File: src/rtl/mipi_csi_rx_lane_deskew.sv
// CSI-2 RX lane deskew: measures per-lane arrival skew at packet start and delays early lanes
// so all lanes present the sync word together. Optional stats ports: MIPI_RX_DESKEW_STATS_EN.
module mipi_csi_rx_lane_deskew #(
  parameter int unsigned MIPI_GEAR  = 8,
  parameter int unsigned MIPI_LANES = 2,
  parameter int unsigned MAX_SKEW   = 4,
  localparam int unsigned OFFW = (MAX_SKEW > 1) ? $clog2(MAX_SKEW) : 1,
  localparam int unsigned W    = MIPI_GEAR * MIPI_LANES
) (
  input  logic                       clk_i,
  input  logic                       reset_i,
  input  logic [MIPI_LANES-1:0]      bytes_valid_i,
  input  logic [W-1:0]               byte_i,
  output logic                       lane_valid_o,
  output logic [W-1:0]               lane_byte_o,
`ifdef MIPI_RX_DESKEW_STATS_EN
  output logic [MIPI_LANES*OFFW-1:0] lane_offset_o,
  output logic [7:0]                 skew_err_cnt_o,
`endif
  output logic                       skew_err_o
);

  // Tap 0 is the live input, so only MAX_SKEW-1 stages need storage.
  localparam int unsigned DEPTH = MAX_SKEW - 1;

  typedef enum logic [1:0] {StIdle, StArrive, StLocked, StWaitIdle} state_e;

  state_e                           state_q, state_d;
  logic [OFFW-1:0]                  arr_cnt_q, arr_cnt_d;
  logic [MIPI_LANES-1:0]            arrived_q, arrived_d, arrived_nxt;
  logic [MIPI_LANES-1:0][OFFW-1:0]  arrival_q, arrival_d, arrival_nxt;
  logic [MIPI_LANES-1:0][OFFW-1:0]  delay_q, delay_d, delay_new, delay_sel;
  logic [DEPTH-1:0][MIPI_LANES-1:0] dl_v_q, dl_v_d;
  logic [DEPTH-1:0][W-1:0]          dl_d_q, dl_d_d;
  logic                             idle_prev_q, idle_prev_d;
  logic                             lane_valid_q, lane_valid_d;
  logic [W-1:0]                     lane_byte_q, lane_byte_d;
  logic                             skew_err_q, skew_err_d;
  logic [MIPI_LANES-1:0]            tap_v;
  logic [W-1:0]                     tap_data;
  logic [OFFW-1:0]                  max_arr;
`ifdef MIPI_RX_DESKEW_STATS_EN
  logic [7:0]                       err_cnt_q, err_cnt_d;
`endif

  always_comb begin
    dl_v_d[0] = bytes_valid_i;
    dl_d_d[0] = byte_i;
    for (int k = 1; k < DEPTH; k++) begin
      dl_v_d[k] = dl_v_q[k-1];
      dl_d_d[k] = dl_d_q[k-1];
    end
  end

  // Arrival bookkeeping including this cycle's valids, so a packet can lock in the same cycle.
  always_comb begin
    arrived_nxt = '0;
    arrival_nxt = '0;
    max_arr     = '0;
    if (state_q == StIdle) begin
      arrived_nxt = bytes_valid_i;
    end else begin
      arrived_nxt = arrived_q | bytes_valid_i;
      for (int i = 0; i < MIPI_LANES; i++) begin
        arrival_nxt[i] = arrived_q[i] ? arrival_q[i] : (bytes_valid_i[i] ? arr_cnt_q : '0);
      end
    end
    for (int i = 0; i < MIPI_LANES; i++) begin
      if (arrival_nxt[i] > max_arr) max_arr = arrival_nxt[i];
    end
    for (int i = 0; i < MIPI_LANES; i++) begin
      delay_new[i] = max_arr - arrival_nxt[i];
    end
  end

  always_comb begin
    delay_sel = (state_q == StLocked) ? delay_q : delay_new;
    tap_v     = '0;
    tap_data  = '0;
    for (int i = 0; i < MIPI_LANES; i++) begin
      tap_v[i] = bytes_valid_i[i];
      tap_data[i*MIPI_GEAR +: MIPI_GEAR] = byte_i[i*MIPI_GEAR +: MIPI_GEAR];
      for (int k = 1; k < MAX_SKEW; k++) begin
        if (delay_sel[i] == OFFW'(k)) begin
          tap_v[i] = dl_v_q[k-1][i];
          tap_data[i*MIPI_GEAR +: MIPI_GEAR] = dl_d_q[k-1][i*MIPI_GEAR +: MIPI_GEAR];
        end
      end
    end
  end

  always_comb begin
    state_d      = state_q;
    arr_cnt_d    = arr_cnt_q;
    arrived_d    = arrived_q;
    arrival_d    = arrival_q;
    delay_d      = delay_q;
    lane_valid_d = 1'b0;
    lane_byte_d  = lane_byte_q;
    skew_err_d   = 1'b0;
    // A packet may only start after an all-idle cycle, so a reset mid-packet skips the tail.
    idle_prev_d  = ~|bytes_valid_i;
    unique case (state_q)
      StIdle: begin
        arrived_d = '0;
        arrival_d = '0;
        if (idle_prev_q && |bytes_valid_i) begin
          arrived_d = arrived_nxt;
          arr_cnt_d = OFFW'(1);
          if (&bytes_valid_i) begin
            delay_d      = delay_new;
            lane_valid_d = 1'b1;
            lane_byte_d  = tap_data;
            state_d      = StLocked;
          end else begin
            state_d = StArrive;
          end
        end
      end
      StArrive: begin
        arr_cnt_d = arr_cnt_q + OFFW'(1);
        arrived_d = arrived_nxt;
        arrival_d = arrival_nxt;
        if (|(arrived_q & ~bytes_valid_i)) begin
          skew_err_d = 1'b1;
          state_d    = StWaitIdle;
        end else if (&arrived_nxt) begin
          delay_d      = delay_new;
          lane_valid_d = 1'b1;
          lane_byte_d  = tap_data;
          state_d      = StLocked;
        end else if (arr_cnt_q == OFFW'(MAX_SKEW - 1)) begin
          skew_err_d = 1'b1;
          state_d    = StWaitIdle;
        end
      end
      StLocked: begin
        if (&tap_v) begin
          lane_valid_d = 1'b1;
          lane_byte_d  = tap_data;
        end else begin
          state_d = StWaitIdle;
        end
      end
      StWaitIdle: begin
        if (bytes_valid_i == '0 && dl_v_q == '0) state_d = StIdle;
      end
      default: state_d = StIdle;
    endcase
  end

`ifdef MIPI_RX_DESKEW_STATS_EN
  always_comb begin
    err_cnt_d = err_cnt_q;
    if (skew_err_d && err_cnt_q != 8'hff) err_cnt_d = err_cnt_q + 8'd1;
  end
`endif

  always_ff @(posedge clk_i) begin
    if (reset_i) begin
      state_q      <= StIdle;
      arr_cnt_q    <= '0;
      arrived_q    <= '0;
      arrival_q    <= '0;
      delay_q      <= '0;
      dl_v_q       <= '0;
      dl_d_q       <= '0;
      idle_prev_q  <= 1'b0;
      lane_valid_q <= 1'b0;
      lane_byte_q  <= '0;
      skew_err_q   <= 1'b0;
`ifdef MIPI_RX_DESKEW_STATS_EN
      err_cnt_q    <= '0;
`endif
    end else begin
      state_q      <= state_d;
      arr_cnt_q    <= arr_cnt_d;
      arrived_q    <= arrived_d;
      arrival_q    <= arrival_d;
      delay_q      <= delay_d;
      dl_v_q       <= dl_v_d;
      dl_d_q       <= dl_d_d;
      idle_prev_q  <= idle_prev_d;
      lane_valid_q <= lane_valid_d;
      lane_byte_q  <= lane_byte_d;
      skew_err_q   <= skew_err_d;
`ifdef MIPI_RX_DESKEW_STATS_EN
      err_cnt_q    <= err_cnt_d;
`endif
    end
  end

  assign lane_valid_o = lane_valid_q;
  assign lane_byte_o  = lane_byte_q;
  assign skew_err_o   = skew_err_q;
`ifdef MIPI_RX_DESKEW_STATS_EN
  assign lane_offset_o  = delay_q;
  assign skew_err_cnt_o = err_cnt_q;
`endif

endmodule

File: config.mk
export PLATFORM = sky130hd
export DESIGN_NAME = mipi_csi_rx_lane_deskew
export DESIGN_NICKNAME = d
export VERILOG_FILES = /design/src/rtl/mipi_csi_rx_lane_deskew.sv
export SDC_FILE = /design/constraint.sdc
export NUM_CORES = 1
export LEC_CHECK = 0
export BUFFER_PORTS_ARGS = -buffer_cell sky130_fd_sc_hd__buf_4
export CORE_UTILIZATION = 40
export CTS_CLUSTER_SIZE = 8
export DETAILED_ROUTE_END_ITERATION = 6
export GPL_ROUTABILITY_DRIVEN = 1
export PLACE_DENSITY = 0.57
export SETUP_SLACK_MARGIN = 0.2
export SYNTH_ARGS = -nofsm -noshare
export SYNTH_HDL_FRONTEND = slang
export SYNTH_SLANG_ARGS = --single-unit
File: constraint.sdc
create_clock -name clk_i -period 4.9 [get_ports clk_i]
set_input_delay 1.47 -clock clk_i [delete_from_list [all_inputs] [get_ports clk_i]]
set_output_delay 1.47 -clock clk_i [all_outputs]
set_load 0.03 [all_outputs]
# Yosys cells after proc, flatten, opt, wreduce, memory -nomap -nowiden
# Cells that the tools add are included.
word_totals:
  register_bits: 87
  latch_bits: 0
  ram_bits: 0
  rom_bits: 0
  in_bits: 20
  out_inout_bits: 18
  wordCells: 116
  memories: 0
op_classes:
  addsub: 3
  multipliers: 0
  div: 0
  n_lt_le_gt_ge: 2
  n_eq_ne: 18
  n_shift: 0
  muxes: 54
  n_bitwise: 4
  reduce_logical: 18
ops:
  columns: ["operator", "count"]
  rows:
  - ["2-to-1 mux 16 bit", 5]
  - ["2-to-1 mux 8 bit", 6]
  - ["case mux 16 bit (3 select lines)", 1]
  - ["2-to-1 mux 2 bit", 16]
  - ["2-to-1 mux 4 bit", 6]
  - ["case mux 4 bit (2 select lines)", 2]
  - ["== test 2 bit (second input constant)", 7]
  - ["2-to-1 mux 1 bit", 14]
  - ["inequality test 2 bit (second input constant)", 4]
  - ["case mux 2 bit (2 select lines)", 2]
  - ["case mux 2 bit (4 select lines)", 1]
  - ["AND reduction 2 bit", 4]
  - ["== test 2 x 1 -> 1 bit (second input constant)", 3]
  - ["logical NOT 6 bit", 1]
  - ["inequality test 2 x 1 -> 1 bit (second input constant)", 3]
  - ["AND reduction 6 bit", 1]
  - ["OR reduction 2 bit", 3]
  - ["AND reduction 5 bit", 1]
  - ["logical NOT 2 bit", 2]
  - ["inequality test 4 bit (second input constant)", 1]
  - ["AND reduction 4 bit", 1]
  - ["subtractor 2 bit", 2]
  - ["case mux 1 bit (3 select lines)", 1]
  - ["nonzero test 3 bit", 1]
  - ["10 further kinds", 11]

# Longest topological paths before layout
# Gate-level depths: netlist of run 1.
logic_depth:
  ltp_word: 16
  ltp_mapped: 21
  depth_no_buf: 16

# Least setup slack after synthesis of run 1
# No wires, ideal clock.
synth_timing:
  kind: "in2reg"
  from: "in bytes_valid_i[1]"
  to: "reg lane_byte_q[10], in the netlist lane_byte_o[10]"
  setup_time_ns: 0.079
  arrival_time_ns: 4.873
  required_time_ns: 4.821
  setup_slack_ns: -0.051
  path_stages: 19
  n_path_buf: 5
  cell_sequence: "clkbuf_1 > nand2_1 > nor2_1 > a21oi_1 > nor2_1 > inv_1 > ha_1 > a21oi_1 > mux2i_1 > ha_1 > xor2_1 > o21a_1 > clkbuf_1 > mux4_2 > buf_6 > or2_1 > buf_6 > buf_6 > o211ai_1"
synth_via:
  elab_chain_cells: 14
  word_cells_on_any_way: 45
  cone_classes: "add/sub (2); order compare (1); eq/ne (11); mux (21); bitwise (3); reduce/logical (7)"
synth_lines:
  columns: ["element", "line", "source"]
  rows:
  - ["start: declaration", "12", "input logic [MIPI_LANES-1:0] bytes_valid_i,"]
  - ["2-to-1 mux 2 bit (2 in series)", "65", "arrival_nxt[i] = arrived_q[i] ? arrival_q[i] : (bytes_valid_i[i] ? arr_cnt_q : '0);"]
  - ["2-to-1 mux 4 bit", "60", "if (state_q == StIdle) begin"]
  - ["> comparator 2 bit", "69", "if (arrival_nxt[i] > max_arr) max_arr = arrival_nxt[i];"]
  - ["2-to-1 mux 2 bit", "69", null]
  - ["subtractor 2 bit", "72", "delay_new[i] = max_arr - arrival_nxt[i];"]
  - ["2-to-1 mux 4 bit", "77", "delay_sel = (state_q == StLocked) ? delay_q : delay_new;"]
  - ["== test 2 x 1 -> 1 bit", "84", "if (delay_sel[i] == OFFW'(k)) begin"]
  - ["2-to-1 mux 1 bit or 2-to-1 mux 8 bit (tied branches) (3 in series)", "84", null]
  - ["AND reduction 2 bit, or another cell as far along", "138", "if (&tap_v) begin"]
  - ["inequality test 2 x 1 -> 1 bit (no source line), or another cell as far along", null, null]
  - ["AND reduction 6 bit (no source line) or case mux 16 bit (3 select lines) (tied branches)", null, null]
  - ["end signal: assignment", "185", "lane_byte_q <= lane_byte_d;"]
  - ["end: declaration", "37", "logic [W-1:0] lane_byte_q, lane_byte_d;"]
# Parallel ways exist; a longest one is shown, timed or not. The select of a mux whose other input is x is not followed.
# A chain may end at the register's enable or synchronous reset.

# Final worst setup path of run 1
layout_timing:
  from: "in bytes_valid_i[1]"
  to: "reg lane_byte_q[14], in the netlist lane_byte_o[14]"
# Same word-level chain as after synthesis.

==> impl_metrics.csv, run 1 <==
group,metric,value,unit
timing,max-slew-margin-rel,41.8,%
place,gp_congestion,0.792,
outcome,run_status,"finished, final reports clean",
route,num_vias,3787,
timing,actual_transition_at_the_worst_max_transition_pin,0.866,ns
clock_tree,cts-buffers-inserted,9,
timing,maxSlewViolCount,0,
synth,synth_seq_cells,87,
route,dr_wl_met3,525,um
synth,yosysTopAreaCellShare,40.3,%
timing,timing.final.crit_period,4.39,ns
floorplan,floorplan.die.height,106,um
timing,min_period_over_period,89.5,%
worst_hold_path,min-delay-path-class,"flip-flop to flip-flop",
global_routing,number_of_global_route_vias_before_repair,3704,
timing,worst_hold_slack,0.436,ns
clock_tree,clk_pin_slew,0.08,ns
timing,rsz_0062_raised_after_global_routing,"no",
global_routing,grt_pass1_wl,18.3,mm
floorplan,floorplan.initialDensity,41.5,%
route,top_layer_used,"met4",
final_layout,drive_gt1_share,14.6,%
setup_path,worst-endpoint-required,5.17,ns
route,ant_nets,0,
clock_tree,cts_hold_repair.buffers,0,
setup_path,reg2reg_depth,15,
final_layout,final-seq-area,0.00174,sq mm
synth,synth_sequential_area_ratio,40.3,%
synth,post_synth_instance_area,0.00433,sq mm
final_layout,n_fill_cell,1033,
synth,avgSynthCellArea,8.18,sq um
route,totalWireLength,10.6,mm
place,place_area,0.00472,sq mm
place,pre_cts_slack,0.0878,ns
setup_path,timing.critical_path.arrival,4.66,ns
floorplan,die_area,0.0112,sq mm
clock_tree,cts_max_level,3,
route,drt-initial-drc-count,155,
global_routing,initial_antenna_violation_count,0,
setup_path,worstReg2RegEnd,"lane_byte_o[14]$_SDFFE_PP0P_",
final_layout,final_cell_area,0.00494,sq mm
setup_path,startpoint,"bytes_valid_i[1]",
global_routing,grt.overflow.total,0,
floorplan,core_area,0.0104,sq mm
power_and_ir_drop,vdd_drop_max,0.216,mV
synth,synth_cells,529,
floorplan,fp-row-count,37,
route,drt_pass1_iterations,4,
timing,final_hold_viol_count,0,
setup_path,cp-end-kind,"flip-flop",
synth,synth_largest_area_cell,"dfxtp_1",
route,average_wire_per_cell_in_the_routed_design,15.3,um
final_layout,multi_input_area,0.00222,sq mm
power_and_ir_drop,power.static_leakage,1.92,nW
setup_path,timing.critical_path.to,"lane_byte_o[14]$_SDFFE_PP0P_",
synth,synth_warnings,0,
setup_path,critPathMaxFanout,18,
setup_path,worstSetupStartpointType,"input pin",
clock_tree,clock_sinks,87,
route,vias_per_cell,5.48,
clock_tree,cts_tree,"done",
clock_tree,clock_tree.buffer_depth,2,
place,io_buffers,37,
worst_hold_path,hold_start,"dl_d_d[17]$_SDFF_PP0_",
floorplan,design.portCount,38,
final_layout,post-route-util,47.4,%
setup_path,timing.reg2reg.setup_slack,0.81,ns
synth,synth_cell_types,42,
floorplan,floorplan.die.width,106,um
route,met2_length,4.97,mm
clock_tree,root_buffer,"clkbuf_8",
job,max_capacitance_violation_total,0,
clock_tree,post_cts.repair.setup_buffers,0,
timing,skew,0.00933,ns
timing,setup_total_negative_slack,0,ns
clock_tree,clk-insertion-delay-late,0.35,ns
route,wl_met1,4.95,mm
clock_tree,post_cts_resize_count,0,
timing,clock.fmax,228,MHz
final_layout,area_growth_syn_to_layout,14.2,%
synth,synth.area.top_cells,"dfxtp_1 (40%), o211ai_1 (14%), nor2_1 (6.6%)",
power_and_ir_drop,cellPowerDensity,502,mW/mm^2
final_layout,insertedDiodeCount,0,
route,drc_errors,0,
global_routing,grt_max_degree,45,
setup_path,r2r-start,"state_q[1]$_SDFFE_PP0P_",
synth,number_of_nets_in_the_synthesized_netlist,560,
place,dp_hpwl,6.93,mm
global_routing,grt_util_all_layers,20.4,%
timing,finalSetupViolCount,0,
final_layout,fin_nets,581,
timing,postLayoutSetupSlackWorst,0.513,ns
setup_path,critical_path_class,"input pin to flip-flop",
## power breakdown
group	leakage [nW]	switching (W)	internal, W
sequential	0.714	0.0000790	0.000801
clock	0.110	0.000259	0.000302
combinational	1.10	0.000673	0.000364
## through the flow
step,total power (W),cells
floorplan,0.00161,529
global placement,0.00192,675
detailed placement,0.00193,675
CTS,0.00250,691
global route,0.00264,691
finish,0.00248,691
## kinds of logic (layout without fill, tap and decap cells)
kind of cell	Yosys count	after routing	synth area share [%]
simple gates	182	182	19.7
buf+inv	92	118	8.76
mux	13	13	3.73
flops	87	87	40.3
compound gates	142	142	23.9
fa+ha+maj	11	11	3.18
xor+xnor	2	2	0.405
## metal layers
metal	global-route usage [%]	vias up
li1	-	1892
met5	0	-
met1	27.6	1776
met3	3.43	10
met4	8.63	0
met2	31.9	109
## how the worst min path moves through the flow
stage / endpoint / depth (start not counted)
3_3_place_gp: dl_d_d[33]$_SDFF_PP0_ / 2
4_1_cts: dl_d_d[33]$_SDFF_PP0_ / 2
5_1_grt: dl_d_d[39]$_SDFF_PP0_ / 2
6_report: dl_d_d[33]$_SDFF_PP0_ / 2
2_1_floorplan: dl_d_d[32]$_SDFF_PP0_ / 2
3_5_place_dp: dl_d_d[33]$_SDFF_PP0_ / 2
## Yosys cell counts (all sizes together)
cell type,number
a2111oi,1
a211oi,3
a21bo,1
a21o,1
a21oi,5
a22oi,3
a2bb2oi,1
a311oi,1
a31oi,4
a32oi,16
and2,2
and3b,1
buf,11
clkbuf,31
dfxtp,87
ha,11
inv,50
mux2,2
mux2i,9
mux4,2
nand2,27
nand2b,2
nand3,17
nand3b,2
nor2,76
nor2b,39
nor3,9
nor4,2
o211ai,84
o21a,2
o21ai,18
o22ai,1
o31a,1
or2,3
or3,2
xor2,2
## state kept, by name, summed over array words and instances, names as in the netlist
register and flops:
delay_q 4, state_q 2, arr_cnt_q 2, skew_err_o 1
dl_v_q 2, idle_prev_q 1, dl_d_d 32, arrival_q 4
arrived_q 2, dl_v_d 4, dl_d_q 16, lane_byte_o 16
lane_valid_o 1
## critical path, cell delays in order
cell	delay (ns)
buf_4	0.16
nand2_1	0.07
nor2_1	0.09
a21oi_1	0.05
nor2_1	0.17
inv_1	0.07
ha_1	0.29
a21oi_1	0.16
mux2i_1	0.26
ha_1	0.29
inv_1	0.08
mux2_4	0.22
mux4_2	0.52
or2_2	0.49
o211ai_1	0.24
## placed cells by master, fill, tap and decap left out, types with 2 or more instances in the layout
master | synthesis | final
buf_4 | 0 | 52
a22oi_1 | 3 | 3
nor3_1 | 9 | 7
nor2_1 | 76 | 76
ha_1 | 11 | 10
nor4_1 | 2 | 2
clkbuf_8 | 0 | 10
and2_1 | 2 | 2
o211ai_1 | 83 | 83
nand3_1 | 17 | 17
a31oi_1 | 4 | 4
or3_1 | 2 | 2
nand2b_1 | 2 | 2
nand3b_1 | 2 | 2
or2_2 | 2 | 3
dfxtp_1 | 87 | 87
inv_1 | 49 | 49
mux2i_1 | 9 | 9
o21ai_0 | 18 | 18
nor2b_1 | 39 | 39
o21a_1 | 2 | 2
a21oi_1 | 5 | 5
a32oi_1 | 16 | 16
mux4_2 | 2 | 2
nand2_1 | 27 | 27
a211oi_1 | 3 | 3
nor3_2 | 0 | 2
bufinv_16 | 0 | 2
## layout make-up
cell class	instances	area share (%)
inverter	50	3.85
clock buffer	11	2.86
clock inverter	5	1.65
multi-input combinational	350	45.0
tap	136	3.44
sequential	87	35.3
timing repair buffer	52	7.90
(Power assumes the default switching activity.)
==> run 2: changes to the inputs <==
--- a/config.mk
+++ b/config.mk
@@ -5,12 +5,14 @@
 export SDC_FILE = /design/constraint.sdc
 export NUM_CORES = 1
 export LEC_CHECK = 0
+export ABC_AREA = 1
 export BUFFER_PORTS_ARGS = -buffer_cell sky130_fd_sc_hd__buf_4
 export CORE_UTILIZATION = 40
+export CTS_BUF_LIST = sky130_fd_sc_hd__clkbuf_16
 export CTS_CLUSTER_SIZE = 8
 export DETAILED_ROUTE_END_ITERATION = 6
 export GPL_ROUTABILITY_DRIVEN = 1
-export PLACE_DENSITY = 0.57
+export PLACE_DENSITY = 0.58
 export SETUP_SLACK_MARGIN = 0.2
 export SYNTH_ARGS = -nofsm -noshare
 export SYNTH_HDL_FRONTEND = slang
==> run 2 against run 1 <==
Against the previous run: combinational power up 15%; critical path depth grew 8; die area decreased by 9.2%; critical path type unchanged; largest cell class unchanged; largest power group unchanged.
==> impl_metrics.csv, run 2 <==
group,metric,value,unit
timing,clock.fmax,230,MHz
final_layout,most_common_library_cell_in_the_layout_ignoring_fill_and_taps,"nand2_1",
floorplan,core_area,0.00937,sq mm
timing,max-slew-margin-rel,19.3,%
setup_path,critical_path_class,"input pin to flip-flop",
timing,actual_transition_at_the_worst_max_transition_pin,1.21,ns
floorplan,floorplan.initialDensity,41.8,%
clock_tree,clk_pin_slew,0.06,ns
power_and_ir_drop,power.static_leakage,2.09,nW
outcome,run_status,"finished, final reports clean",
setup_path,critPathMaxFanout,32,
clock_tree,cts-buffers-inserted,9,
timing,rsz_0062_raised_after_global_routing,"no",
final_layout,final-instance-count-excl-fill,704,
final_layout,post-route-util,48.6,%
clock_tree,clk-insertion-delay-late,0.33,ns
synth,yosysTopAreaCellShare,44.4,%
timing,final_hold_viol_count,0,
synth,synth_seq_cells,87,
global_routing,grt.met3_usage,4.51,%
clock_tree,cts_hold_repair.buffers,0,
synth,ys_top_cells_by_count,"nand2_1 (103), dfxtp_1 (87), nor2_1 (87)",
global_routing,grt_util_all_layers,18.4,%
timing,timing.final.crit_period,4.35,ns
clock_tree,root_buffer,"clkbuf_16",
final_layout,largest_reg_flops,32,
synth,synth_cell_types,31,
floorplan,design.portCount,38,
route,drt-initial-drc-count,105,
synth,synthArstFlopShare,0,%
power_and_ir_drop,vdd_drop_max,0.207,mV
global_routing,grt_pass1_wl,14.5,mm
synth,number_of_nets_in_the_synthesized_netlist,571,
final_layout,drive_gt1_share,15.3,%
timing,worst_hold_slack,0.418,ns
floorplan,fp-row-count,35,
global_routing,initial_antenna_violation_count,0,
synth,avgSynthCellArea,7.26,sq um
clock_tree,cts_tree,"done",
synth,synth.area.top_cells,"dfxtp_1 (44%), nand2_1 (9.9%), nor2_1 (8.3%)",
synth,synth_largest_area_cell,"dfxtp_1",
worst_hold_path,min-delay-path-class,"flip-flop to flip-flop",
route,vias_per_cell,4.70,
global_routing,grt.overflow.total,0,
place,io_buffers,37,
setup_path,worstSetupStartpointType,"input pin",
floorplan,die_area,0.0102,sq mm
floorplan,floorplan.die.height,101,um
final_layout,area_growth_syn_to_layout,16.3,%
clock_tree,post_cts.repair.setup_buffers,0,
synth,synth_sequential_area_ratio,44.4,%
global_routing,grt.busiest_layer,"met2",
job,max_capacitance_violation_total,0,
synth,synth-main-ff-cell,"dfxtp_1",
place,post-place-cells,688,
final_layout,layout.cells.most_common_list,"nand2_1 (103), nor2_1 (87), dfxtp_1 (87)",
place,place_area,0.00428,sq mm
route,drt_pass1_iterations,4,
setup_path,timing.critical_path.arrival,4.58,ns
clock_tree,cts_max_level,3,
route,totalWireLength,8.54,mm
setup_path,cp-end-kind,"flip-flop",
synth,number_of_enable_flip_flop_cells_after_synthesis,0,
final_layout,insertedDiodeCount,0,
route,drc_errors,0,
global_routing,grt.met1_usage,24.0,%
clock_tree,clock_sinks,87,
clock_tree,clock_tree.buffer_depth,2,
timing,setup_total_negative_slack,0,ns
route,average_wire_per_cell_in_the_routed_design,12.1,um
place,gp_congestion,0.888,
global_routing,grt_max_degree,63,
synth,post-synth-top-count-cell,"nand2_1",
place,dp_hpwl,6.03,mm
timing,maxSlewViolCount,0,
synth,synth_cells,540,
floorplan,floorplan.die.width,101,um
synth,post_synth_instance_area,0.00392,sq mm
timing,finalSetupViolCount,0,
synth,synth_warnings,0,
final_layout,n_fill_cell,978,
global_routing,number_of_global_route_vias_before_repair,3041,
clock_tree,post_cts_resize_count,0,
power_and_ir_drop,cellPowerDensity,592,mW/mm^2
final_layout,final_cell_area,0.00456,sq mm
route,num_vias,3309,
timing,min_period_over_period,88.8,%
setup_path,worst-endpoint-required,5.13,ns
route,ant_nets,0,
final_layout,fin_nets,601,
global_routing,globalRouteMet2Util,28.7,%
timing,skew,0.00761,ns
==> run 2: changes by cell type after synthesis, moves of 11 or more <==
cell / before / now
a21oi_1: 5 / 31
a32oi_1: 16 / 0
clkbuf_1: 31 / 11
inv_1: 49 / 77
nand2_1: 27 / 103
nand3_1: 17 / 39
nor2_1: 76 / 87
nor2b_1: 39 / 0
o211ai_1: 83 / 16
or2_2: 2 / 16
==> run 2: path summary, 6_finish.rpt <==
| path | from | endpoint | slack (ns) | cells after the start |
|---|---|---|---|---|
| worst max-delay path | bytes_valid_i[0] | lane_byte_o[1]$_SDFFE_PP0P_ | 0.55 | 23 |
| worst min-delay path | dl_d_d[44]$_SDFF_PP0_ | dl_d_q[44]$_SDFF_PP0_ | 0.42 | 2 |
| worst max register to register | state_q[0]$_SDFFE_PP0P_ | lane_byte_o[1]$_SDFFE_PP0P_ | 1.19 | 21 |
| worst min register to register | dl_d_d[44]$_SDFF_PP0_ | dl_d_q[44]$_SDFF_PP0_ | 0.42 | 2 |
==> run 2: area by class of cell <==
type / instances / area (sq um) / area share (%)
Clock inverter: 7 / 42.5 / 0.934
Tap cell: 129 / 161 / 3.54
Sequential cell: 87 / 1740 / 38.2
Timing Repair Buffer: 41 / 308 / 6.76
Clock buffer: 9 / 225 / 4.94
Multi-Input combinational cell: 349 / 1770 / 38.8
Inverter: 82 / 308 / 6.76
==> run 2: routing by layer <==
layer,part of all wire [%],vias up
li1,-,1756
met5,0,-
met3,4.6,17
met4,2.2,0
met1,50,1471
met2,43,65
==> run 2: logic make-up (layout without fill, tap and decap cells) <==
logic type | Yosys count | in the layout | synth area share, %
simple gates | 261 | 261 | 29.1
flops | 87 | 87 | 44.4
buf+inv | 104 | 139 | 10.9
compound gates | 77 | 77 | 12.1
fa+ha+maj | 11 | 11 | 3.51
==> run 2: report_power, final <==
part / internal [W] / switching, W
sequential: 0.000811 / 0.0000630
clock: 0.000340 / 0.000281
combinational: 0.000413 / 0.000790
==> run 2: per-stage QoR <==
stage | setup WS (ns) | total power [W]
2_1_floorplan | 0.818 | 0.00178
3_3_place_gp | 0.305 | 0.00207
3_5_place_dp | 0.178 | 0.00208
4_1_cts | 0.528 | 0.00271
5_1_grt | 0.244 | 0.00292
6_report | 0.549 | 0.00270
==> run 2: worst max-delay path, stage by stage <==
cell	delay [ns]
buf_4	0.11
inv_1	0.08
o21ai_0	0.15
o21ai_0	0.10
nor2_1	0.20
inv_1	0.07
ha_1	0.30
inv_1	0.04
o21ai_0	0.13
nand2_1	0.09
nor2_1	0.10
a21oi_1	0.06
ha_1	0.35
o21ai_4	0.23
nand3_4	0.11
nand2_1	0.12
nand3_1	0.11
a21oi_2	0.20
nand2_2	0.11
nand2_8	0.18
nand3_1	0.10
nand2_1	0.11
nor2_1	0.05
